## src/rtl/simmem_resp_bank.sv

```systemverilog
// Response bank: shared slot pool with per-ID linked-list FIFOs and a round-robin releaser.
// Define SIMMEM_RESP_BANK_OUT_REG_EN to drive out_* from a one-entry output register.
module simmem_resp_bank #(
  parameter int IDWidth   = 2,
  parameter int Capacity  = 8,
  parameter int DataWidth = 8
) (
  input  logic                   clk_i,
  input  logic                   rst_i,
  input  logic                   in_valid_i,
  output logic                   in_ready_o,
  input  logic [IDWidth-1:0]     in_id_i,
  input  logic [DataWidth-1:0]   in_data_i,
  input  logic [2**IDWidth-1:0]  release_en_i,
  output logic                   out_valid_o,
  input  logic                   out_ready_i,
  output logic [IDWidth-1:0]     out_id_o,
  output logic [DataWidth-1:0]   out_data_o
);

  localparam int NumIds = 2**IDWidth;
  localparam int SlotW  = (Capacity > 1) ? $clog2(Capacity) : 1;
  localparam int CntW   = $clog2(Capacity + 1);

  typedef logic [SlotW-1:0]   slot_t;
  typedef logic [CntW-1:0]    cnt_t;
  typedef logic [IDWidth-1:0] id_t;

  // Slot storage and per-ID queue bookkeeping.
  logic [DataWidth-1:0] r_data [Capacity];
  slot_t                r_next [Capacity];
  logic [Capacity-1:0]  r_free;
  slot_t                r_head [NumIds];
  slot_t                r_tail [NumIds];
  cnt_t                 r_cnt  [NumIds];
  id_t                  r_rr_ptr;

`ifndef SIMMEM_RESP_BANK_OUT_REG_EN
  logic                 r_locked;
  id_t                  r_lock_id;
`else
  logic                 r_oval;
  id_t                  r_oid;
  logic [DataWidth-1:0] r_odata;
`endif

  logic [NumIds-1:0]    w_eligible;
  logic                 w_rr_valid;
  id_t                  w_rr_id;
  id_t                  w_cand;
  logic                 w_arb_valid;
  id_t                  w_arb_id;
  slot_t                w_sel_slot;
  slot_t                w_free_slot;
  logic                 w_push;
  logic                 w_pop;

  assign in_ready_o = |r_free;
  assign w_push     = in_valid_i & in_ready_o;

  always_comb begin
    // NOTE: every combinational output gets a default first so no path can infer a latch.
    w_free_slot = '0;
    for (int s = Capacity - 1; s >= 0; s--) begin
      if (r_free[s]) w_free_slot = slot_t'(s);
    end
  end

  always_comb begin
    for (int i = 0; i < NumIds; i++) begin
      w_eligible[i] = (r_cnt[i] != '0) && release_en_i[i];
    end
  end

  // First eligible ID at or after rr_ptr; IDWidth-bit addition wraps naturally.
  always_comb begin
    w_rr_valid = 1'b0;
    w_rr_id    = '0;
    w_cand     = '0;
    for (int k = 0; k < NumIds; k++) begin
      w_cand = r_rr_ptr + id_t'(k);
      if (!w_rr_valid && w_eligible[w_cand]) begin
        w_rr_valid = 1'b1;
        w_rr_id    = w_cand;
      end
    end
  end

`ifndef SIMMEM_RESP_BANK_OUT_REG_EN
  // A stalled offer stays pinned to its ID even if the release permission drops.
  always_comb begin
    w_arb_valid = w_rr_valid;
    w_arb_id    = w_rr_id;
    if (r_locked) begin
      w_arb_valid = 1'b1;
      w_arb_id    = r_lock_id;
    end
  end

  assign w_sel_slot  = r_head[w_arb_id];
  assign w_pop       = w_arb_valid & out_ready_i;
  assign out_valid_o = w_arb_valid;
  assign out_id_o    = w_arb_valid ? w_arb_id : '0;
  assign out_data_o  = w_arb_valid ? r_data[w_sel_slot] : '0;
`else
  assign w_arb_valid = w_rr_valid;
  assign w_arb_id    = w_rr_id;
  assign w_sel_slot  = r_head[w_arb_id];
  // The register takes a new entry when empty or being drained this cycle.
  assign w_pop       = w_arb_valid & (~r_oval | out_ready_i);
  assign out_valid_o = r_oval;
  assign out_id_o    = r_oval ? r_oid : '0;
  assign out_data_o  = r_oval ? r_odata : '0;
`endif

  // NOTE: payload and link storage carry no reset; a slot is only read after it was written.
  always_ff @(posedge clk_i) begin
    if (w_push) begin
      r_data[w_free_slot] <= in_data_i;
      if (r_cnt[in_id_i] != '0) r_next[r_tail[in_id_i]] <= w_free_slot;
    end
  end

  always_ff @(posedge clk_i or posedge rst_i) begin
    if (rst_i) begin
      // NOTE: sequential state uses non-blocking assignments so all registers update together.
      r_free   <= '1;
      r_head   <= '{default: '0};
      r_tail   <= '{default: '0};
      r_cnt    <= '{default: '0};
      r_rr_ptr <= '0;
    end else begin
      if (w_push) r_free[w_free_slot] <= 1'b0;
      if (w_pop)  r_free[w_sel_slot]  <= 1'b1;
      if (w_pop)  r_rr_ptr <= w_arb_id + id_t'(1);
      for (int i = 0; i < NumIds; i++) begin
        if (w_push && in_id_i == id_t'(i)) begin
          r_tail[i] <= w_free_slot;
          if (!(w_pop && w_arb_id == id_t'(i))) begin
            r_cnt[i] <= r_cnt[i] + cnt_t'(1);
            if (r_cnt[i] == '0) r_head[i] <= w_free_slot;
          end else if (r_cnt[i] == cnt_t'(1)) begin
            // Popping the only entry while appending: the new slot becomes the head.
            r_head[i] <= w_free_slot;
          end else begin
            r_head[i] <= r_next[r_head[i]];
          end
        end else if (w_pop && w_arb_id == id_t'(i)) begin
          r_cnt[i]  <= r_cnt[i] - cnt_t'(1);
          r_head[i] <= r_next[r_head[i]];
        end
      end
    end
  end

`ifndef SIMMEM_RESP_BANK_OUT_REG_EN
  always_ff @(posedge clk_i or posedge rst_i) begin
    if (rst_i) begin
      r_locked  <= 1'b0;
      r_lock_id <= '0;
    end else if (w_pop) begin
      r_locked  <= 1'b0;
    end else if (w_arb_valid) begin
      r_locked  <= 1'b1;
      r_lock_id <= w_arb_id;
    end
  end
`else
  always_ff @(posedge clk_i or posedge rst_i) begin
    if (rst_i) begin
      r_oval  <= 1'b0;
      r_oid   <= '0;
      r_odata <= '0;
    end else if (w_pop) begin
      r_oval  <= 1'b1;
      r_oid   <= w_arb_id;
      r_odata <= r_data[w_sel_slot];
    end else if (out_ready_i) begin
      r_oval  <= 1'b0;
    end
  end
`endif

endmodule

```

## config.mk

```make
export PLATFORM = sky130hd
export DESIGN_NAME = simmem_resp_bank
export DESIGN_NICKNAME = d
export VERILOG_FILES = /design/src/rtl/simmem_resp_bank.sv
export SDC_FILE = /design/constraint.sdc
export NUM_CORES = 1
export LEC_CHECK = 0
export ABC_AREA = 1
export CAP_MARGIN = 20
export CORE_MARGIN = 4
export CORE_UTILIZATION = 63
export CTS_BUF_LIST = sky130_fd_sc_hd__clkbuf_4 sky130_fd_sc_hd__clkbuf_8
export DETAILED_ROUTE_END_ITERATION = 6
export HOLD_SLACK_MARGIN = 0.05
export PLACE_DENSITY = 0.82
export SLEW_MARGIN = 0
export SYNTH_ARGS = -nofsm -noshare
export SYNTH_HDL_FRONTEND = slang
export SYNTH_SLANG_ARGS = --single-unit
export TNS_END_PERCENT = 20
```

## constraint.sdc

```tcl
create_clock -name clk_i -period 3.95 [get_ports clk_i]
set_clock_uncertainty 0.2 [all_clocks]
set_input_delay 0.79 -clock clk_i [delete_from_list [all_inputs] [get_ports clk_i]]
set_output_delay 0.79 -clock clk_i [all_outputs]
set_load 0.01 [all_outputs]
```

=== After elaboration in Yosys (flattened, before gate mapping) ===
Memories as Yosys holds them, arrays and structs flattened.
Cells that the tools add are included.

* Bits in registers: 53
* Memory bits (writable): 88
* Input bits: 18
* Output and inout bits: 12
* Logic and storage cells: 194
* Memories: 2

{| class="wikitable"
|+ Memories
! memory !! depth !! bits a word !! rd ports !! clocked after memory_dff !! wr ports !! RTL line !! text
|-
| r_data || 8 || 8 || 1 || 0 || 1 || 30 || <nowiki>logic [DataWidth-1:0] r_data [Capacity];</nowiki>
|-
| r_next || 8 || 3 || 4 || 0 || 1 || 31 || <nowiki>slot_t r_next [Capacity];</nowiki>
|}

* Add/sub/neg operators: 12
* Magnitude comparators: 10
* Equal/unequal tests: 14
* Mux-type cells: 82
* Bitwise operators: 8
* Reduce and logical (&&, ||, !) cells: 50

{| class="wikitable"
|+ Operators with widths
! cell !! count
|-
| $mux 3 || 32
|-
| $mux 4 || 14
|-
| $mux 8 || 3
|-
| $reduce_bool 4->1 || 5
|-
| $mux 1 || 18
|-
| $reduce_and 2->1 || 9
|-
| $reduce_bool 2->1 || 9
|-
| $logic_and 1x1->1 || 17
|-
| $add 4x1->4 const B || 4
|-
| $eq 4x1->1 const B || 4
|-
| $logic_not 4->1 || 4
|-
| $sub 4x1->4 const B || 4
|-
| $bmux 3 s2 || 2
|-
| $lt 2x3->1 const B || 4
|-
| $mux 2 || 6
|-
| $and 8x8->8 || 1
|-
| $bmux 1 s2 || 4
|-
| $bmux 4 s2 || 1
|-
| $eq 2x2->1 const B || 4
|-
| $lt 3x4->1 const B || 2
|-
| $ne 2x2->1 const B || 4
|-
| $not 8->8 || 1
|-
| $or 8x8->8 || 1
|-
| $reduce_or 8->1 || 1
|-
| 11 further kinds || 22
|}

=== Longest topological paths before layout ===
* Word-level depth: 25
* Mapped depth: 21
* Mapped depth without buffers: 20

=== Worst setup path after synthesis ===
Ideal clock, no wire load.

* Kind: input to output
* From: input port release_en_i[3]
* To: output port out_data_o[3]
* Data arrival time: 2,422 ps
* Required time: 2,960 ps
* Setup slack: 538 ps
* Stages on the path: 15
* Buffers on the path: 1
* Cells stage by stage: nand3_1 nand3_1 nand2_2 nand2_2 nor2_4 nand2_1 nand2_1 o22ai_1 nand3_1 nand2_2 buf_2 nand2_1 nand3_1 nand2_1 nor2_1

* Cells in the longest elaborated chain, start to end: 20
* Elaborated cells between the ends (all ways): 31
* Classes of those cells: 22 x mux; 1 x bitwise; 7 x reduce/logical; 1 x memory

{| class="wikitable"
|+ Ends and longest elaborated chain
! item !! RTL line !! text
|-
| from (decl) || 14 || <nowiki>input logic [2**IDWidth-1:0] release_en_i,</nowiki>
|-
| $logic_and 1x1->1 * || 71 || <nowiki>w_eligible[i] = (r_cnt[i] != '0) && release_en_i[i];</nowiki>
|-
| $bmux 1 s2 || 82 || <nowiki>if (!w_rr_valid && w_eligible[w_cand]) begin</nowiki>
|-
| $mux 1 (not written as such) || 82 ||
|-
| $mux 1 || 82 ||
|-
| $logic_not 1->1 || 82 ||
|-
| $logic_and 1x1->1 || 82 ||
|-
| $mux 1 || 82 ||
|-
| $logic_not 1->1 || 82 ||
|-
| (+3 left out) || -- ||
|-
| $logic_and 1x1->1 || 82 ||
|-
| $mux 2 || 82 ||
|-
| $mux 2 || 94 || <nowiki>if (r_locked) begin</nowiki>
|-
| $not 2->3 (not written as such) || 100 || <nowiki>assign w_sel_slot = r_head[w_arb_id];</nowiki>
|-
| $bmux 3 s2 || 100 ||
|-
| $mux 3 (not written as such) (2 in a row) || 100 ||
|-
| $mem_v2 8x8 || -- ||
|-
| $mux 8 * || 104 || <nowiki>assign out_data_o = w_arb_valid ? r_data[w_sel_slot] : '0;</nowiki>
|-
| to (decl) || 18 || <nowiki>output logic [DataWidth-1:0] out_data_o</nowiki>
|}

Every way passes the cells marked *; elsewhere a longest branch is shown, timed or not. The select of a mux whose other input is x is not followed.

=== Worst setup path after layout ===
* From: register r_cnt[1] (netlist bit)
* To: output port out_data_o[3]

* Cells in the longest elaborated chain, start to end: 21
* Elaborated cells between the ends (all ways): 32
* Classes of those cells: 22 x mux; 1 x bitwise; 8 x reduce/logical; 1 x memory

{| class="wikitable"
|+ Ends and longest elaborated chain
! item !! RTL line !! text
|-
| from (decl) || 35 || <nowiki>cnt_t r_cnt [NumIds];</nowiki>
|-
| from (signal, indexed assignment) || 140 || <nowiki>r_cnt[i] <= r_cnt[i] + cnt_t'(1);</nowiki>
|-
| from (signal, indexed assignment) || 149 || <nowiki>r_cnt[i] <= r_cnt[i] - cnt_t'(1);</nowiki>
|-
| $reduce_bool 4->1 * || 71 ||
|-
| $logic_and 1x1->1 * || 71 ||
|-
| $bmux 1 s2 || 82 ||
|-
| $mux 1 (not written as such) || 82 ||
|-
| $mux 1 || 82 ||
|-
| $logic_not 1->1 || 82 ||
|-
| $logic_and 1x1->1 || 82 ||
|-
| $mux 1 || 82 ||
|-
| (+4 left out) || -- ||
|-
| $logic_and 1x1->1 || 82 ||
|-
| $mux 2 || 82 ||
|-
| $mux 2 || 94 ||
|-
| $not 2->3 (not written as such) || 100 ||
|-
| $bmux 3 s2 || 100 ||
|-
| $mux 3 (not written as such) (2 in a row) || 100 ||
|-
| $mem_v2 8x8 || -- ||
|-
| $mux 8 * || 104 ||
|}

Marks and branches as above.

==> key figures <==
Setup path
  • CP Capture Type: output port
  • Crit Reg-Reg Startpoint: r_cnt[1]$_DFFE_PP0P_
  • Reg2Reg Setup Slack: 0.46 ns
  • Crit path max fanout: 8
  • WS Path Type: flop to output port
  • RR Endpoint: r_head[4]$_DFFE_PP0P_
  • Worst Setup Start Kind: flop
  • Worst Reg-to-Reg Cells: 20
  • CP Data Required Time: about 3.0 ns
  • WP data arrival: 3.22 ns

Floorplan
  • # rows: 39
  • Die footprint: 13600 sq um
  • Core Footprint: about 12000 sq um
  • Initial core utilization: 64.7%
  • I/O pin cnt: 30
  • Die Wd: roughly 120 microns
  • Chip height: 117 microns

Detailed routing
  • DR vias/cell: 6.44
  • Met3 WL: 2.47 mm
  • DR vias: 6982
  • Routed Antenna Nets: 0
  • Drt wl/cell: 20.9 microns
  • DR top layer: met4
  • DRC violations left: 2
  • M1 WL: 8.44 mm
  • DRT Pass-1 Iters: 7
  • Initial DRC Count: just under 1k
  • Post-Route WL: 22.7 mm
  • DR WL met2: ~11 mm

Outcome
  • Status: finished with violations
  • Violated checks: design-rule violations, negative setup slack

Cells and area
  • Layout filler cell count: just under 700
  • Layout area overhead: 24.5%
  • Final core utilization: 80.6%
  • Commonest non-fill, non-tap cell in the layout: nand2_1
  • Most frequent cells in the layout: nand2_1 (141), nor2_1 (100), o21ai_0 (99), edfxtp_1 (88), buf_4 (68)
  • Fin nets: 967
  • Layout cells sized above 1: around a quarter
  • Number of diodes: 0
  • Design area: approximately 9300 sq um

Hold path
  • Min-Delay Endpoint: r_free[3]$_DFF_PP1_
  • WHS Path Cells: 2
  • Hold path startpoint: r_free[3]$_DFF_PP1_
  • Hold Path Class: flop to flop

Global routing
  • Antenna violations before repair: 0
  • GRT overflow: 0
  • Vias in the first global route: 6555
  • GRT Overall Usage: 32.8%
  • First-pass GRT wire length: 33.7 mm
  • Largest net degree at the start of global routing: 38

Yosys
  • Synth Register Bits: 141
  • Leading post-synthesis cells by cell area: edfxtp_1 (35%), dfrtp_1 (15%), nand2_1 (8.0%)
  • Seq/Total Area, Yosys: between 50 and 60%
  • Synth unique cells: 44
  • Cell Area, Synth: 7450 sq um
  • Yosys Warn Count: 0
  • Top-area cell type share of the netlist area: 35.5%
  • Leading area contributor after synthesis: edfxtp_1
  • Synth Area per Inst: 9.12 sq um
  • Syn nets: 855
  • Mapped Cells: 817

CTS
  • Clk_lat worst skew: around 0.46 ns
  • CTS tree: built
  • H-tree level count: 4
  • Clk sinks: about 140
  • Clk pin slew, worst setup/hold paths: 0.08 ns
  • TritonCTS Buffers: 17
  • Clk buf depth: 2
  • Clk root buf: clkbuf_8
  • Hold-fix buffers, CTS: 0

STA
  • Max Slew Vio Count: 0
  • Setup WS post-layout: -0.260 ns
  • Max Fclk: 0.238 GHz
  • Final Hold Viols: 0
  • RSZ-0062 raised after global routing: true
  • Slew of the pin with the lowest slew margin: 1.09 ns
  • Tcrit/Tclk final: 107%
  • Slew Limit Headroom: 26.7%
  • Final worst path period need: 4.21 ns
  • # setup viols final: 8

Placement
  • DP Area: 8250 sq um
  • Placer Congestion: a little over 0.9
  • Number of port buffers: 29
  • Dpl hpwl: ~14 mm

Job
  • Max_cap viols: 0
## what timing repair did
| action | CTS | global route |
|---|---|---|
| buffers inserted | 14 | 11 |
| gates cloned | 5 | 2 |
| resized for setup | 105 | 27 |
| pin swaps | 36 | 25 |
| setup endpoints to repair | 9 | 9 |
## registers in the layout, indices dropped and copies added, names as in the netlist
register / flops
r_data: 64
r_next: 24
r_cnt: 16
r_head: 12
r_tail: 12
r_free: 8
r_lock_id: 2
r_rr_ptr: 2
r_locked: 1
## cell type report
type	instances	area (sq um)	share of cell area [%]
clock buffer	18	241	2.60
clock inverter	13	101	1.09
inverter	70	268	2.89
multi-input combinational	590	3490	37.6
sequential	141	3980	42.9
tap	143	179	1.93
timing repair buffer	109	1010	10.9
## cells in the mapped netlist
cell type  instances
a21oi_1           11
a21oi_4            1
a221oi_1           2
a22oi_1            2
a31oi_1            6
a41oi_1            1
buf_2              1
buf_4              2
buf_6              5
clkbuf_1          10
clkinv_1           3
dfrtp_1           45
dfstp_2            8
edfxtp_1          88
ha_1              20
inv_1             61
inv_2              5
inv_4              1
nand2_1          158
nand2_2           10
nand2_4            1
nand3_1           82
nand3_2            4
nand3_4            1
nand4_1            1
nor2_1           103
nor2_2             2
nor2_4             2
nor2_8             2
nor3_1             9
nor3b_1            4
nor4_1             1
o211ai_1           8
o21a_1             1
o21ai_0           99
o21ai_1            8
o21ai_2            2
o221ai_1          17
o22ai_1           12
o2bb2ai_1          1
o31ai_1            1
xnor2_1            1
xnor2_2            1
xor2_1            14
## per-stage QoR
step / std cells / setup WS (ns) / hold slack (ns) / TNS [ns]
after floorplan: 817 / 0.538 / 0.253 / 0
after global placement: 1023 / -0.513 / 0.270 / -4.01
after detailed placement: 1023 / -0.600 / 0.279 / -4.72
after CTS: 1073 / -0.0704 / 0.294 / -0.511
after global routing: 1084 / -0.379 / 0.317 / -2.86
final: 1084 / -0.260 / 0.298 / -1.70
## kinds of logic (layout without fill, tap and decap cells)
logic type                 Yosys count  in the layout  synth area share [%]
xor gates and xnor gates            16             16                  1.98
and+or+nand+nor                    380            382                  22.6
buffers and inverters               88            210                  5.09
adders and majority gates           20             20                  3.36
AOI/OAI and AO/OA                  172            172                  13.6
DFF                                141            141                  53.4
## routing by layer
layer	vias to the layer above	global-route usage, %
met4	0	14.0
met3	104	8.08
met2	514	51.2
li1	3076	-
met5	-	0
met1	3288	44.0
## worst max-delay path, stage by stage, from the launching register on
cell and delay (ns):
dfrtp_1 0.38, inv_2 0.07, ha_4 0.17, nand2_4 0.10
nand3_4 0.08, nand3_2 0.10, nand2_2 0.09, buf_4 0.14
nand3_2 0.06, nor2_1 0.05, nor2_2 0.13, nand3_4 0.17
buf_12 0.19, nand3_2 0.07, nand3_2 0.11, nand2_4 0.13
buf_12 0.13, buf_16 0.13, nand2_2 0.05, nand3_1 0.09
nand2_1 0.07, nor2_1 0.11, buf_2 0.15
## how the worst max path moves through the flow
stage / from / to / slack, ns / depth (start not counted)
floorplan: release_en_i[3] / out_data_o[3] / 0.54 / 15
global placement: release_en_i[3] / out_data_o[3] / -0.51 / 18
detailed placement: release_en_i[3] / out_data_o[7] / -0.60 / 18
CTS: r_cnt[5]$_DFFE_PP0P_ / out_data_o[6] / -0.07 / 22
global route: r_cnt[2]$_DFFE_PP0P_ / out_data_o[3] / -0.38 / 21
finish: r_cnt[1]$_DFFE_PP0P_ / out_data_o[3] / -0.26 / 22
Power is left out: the tool's default activity adds up to more than one toggle a clock period on the data nets, which glitch-free logic cannot reach.
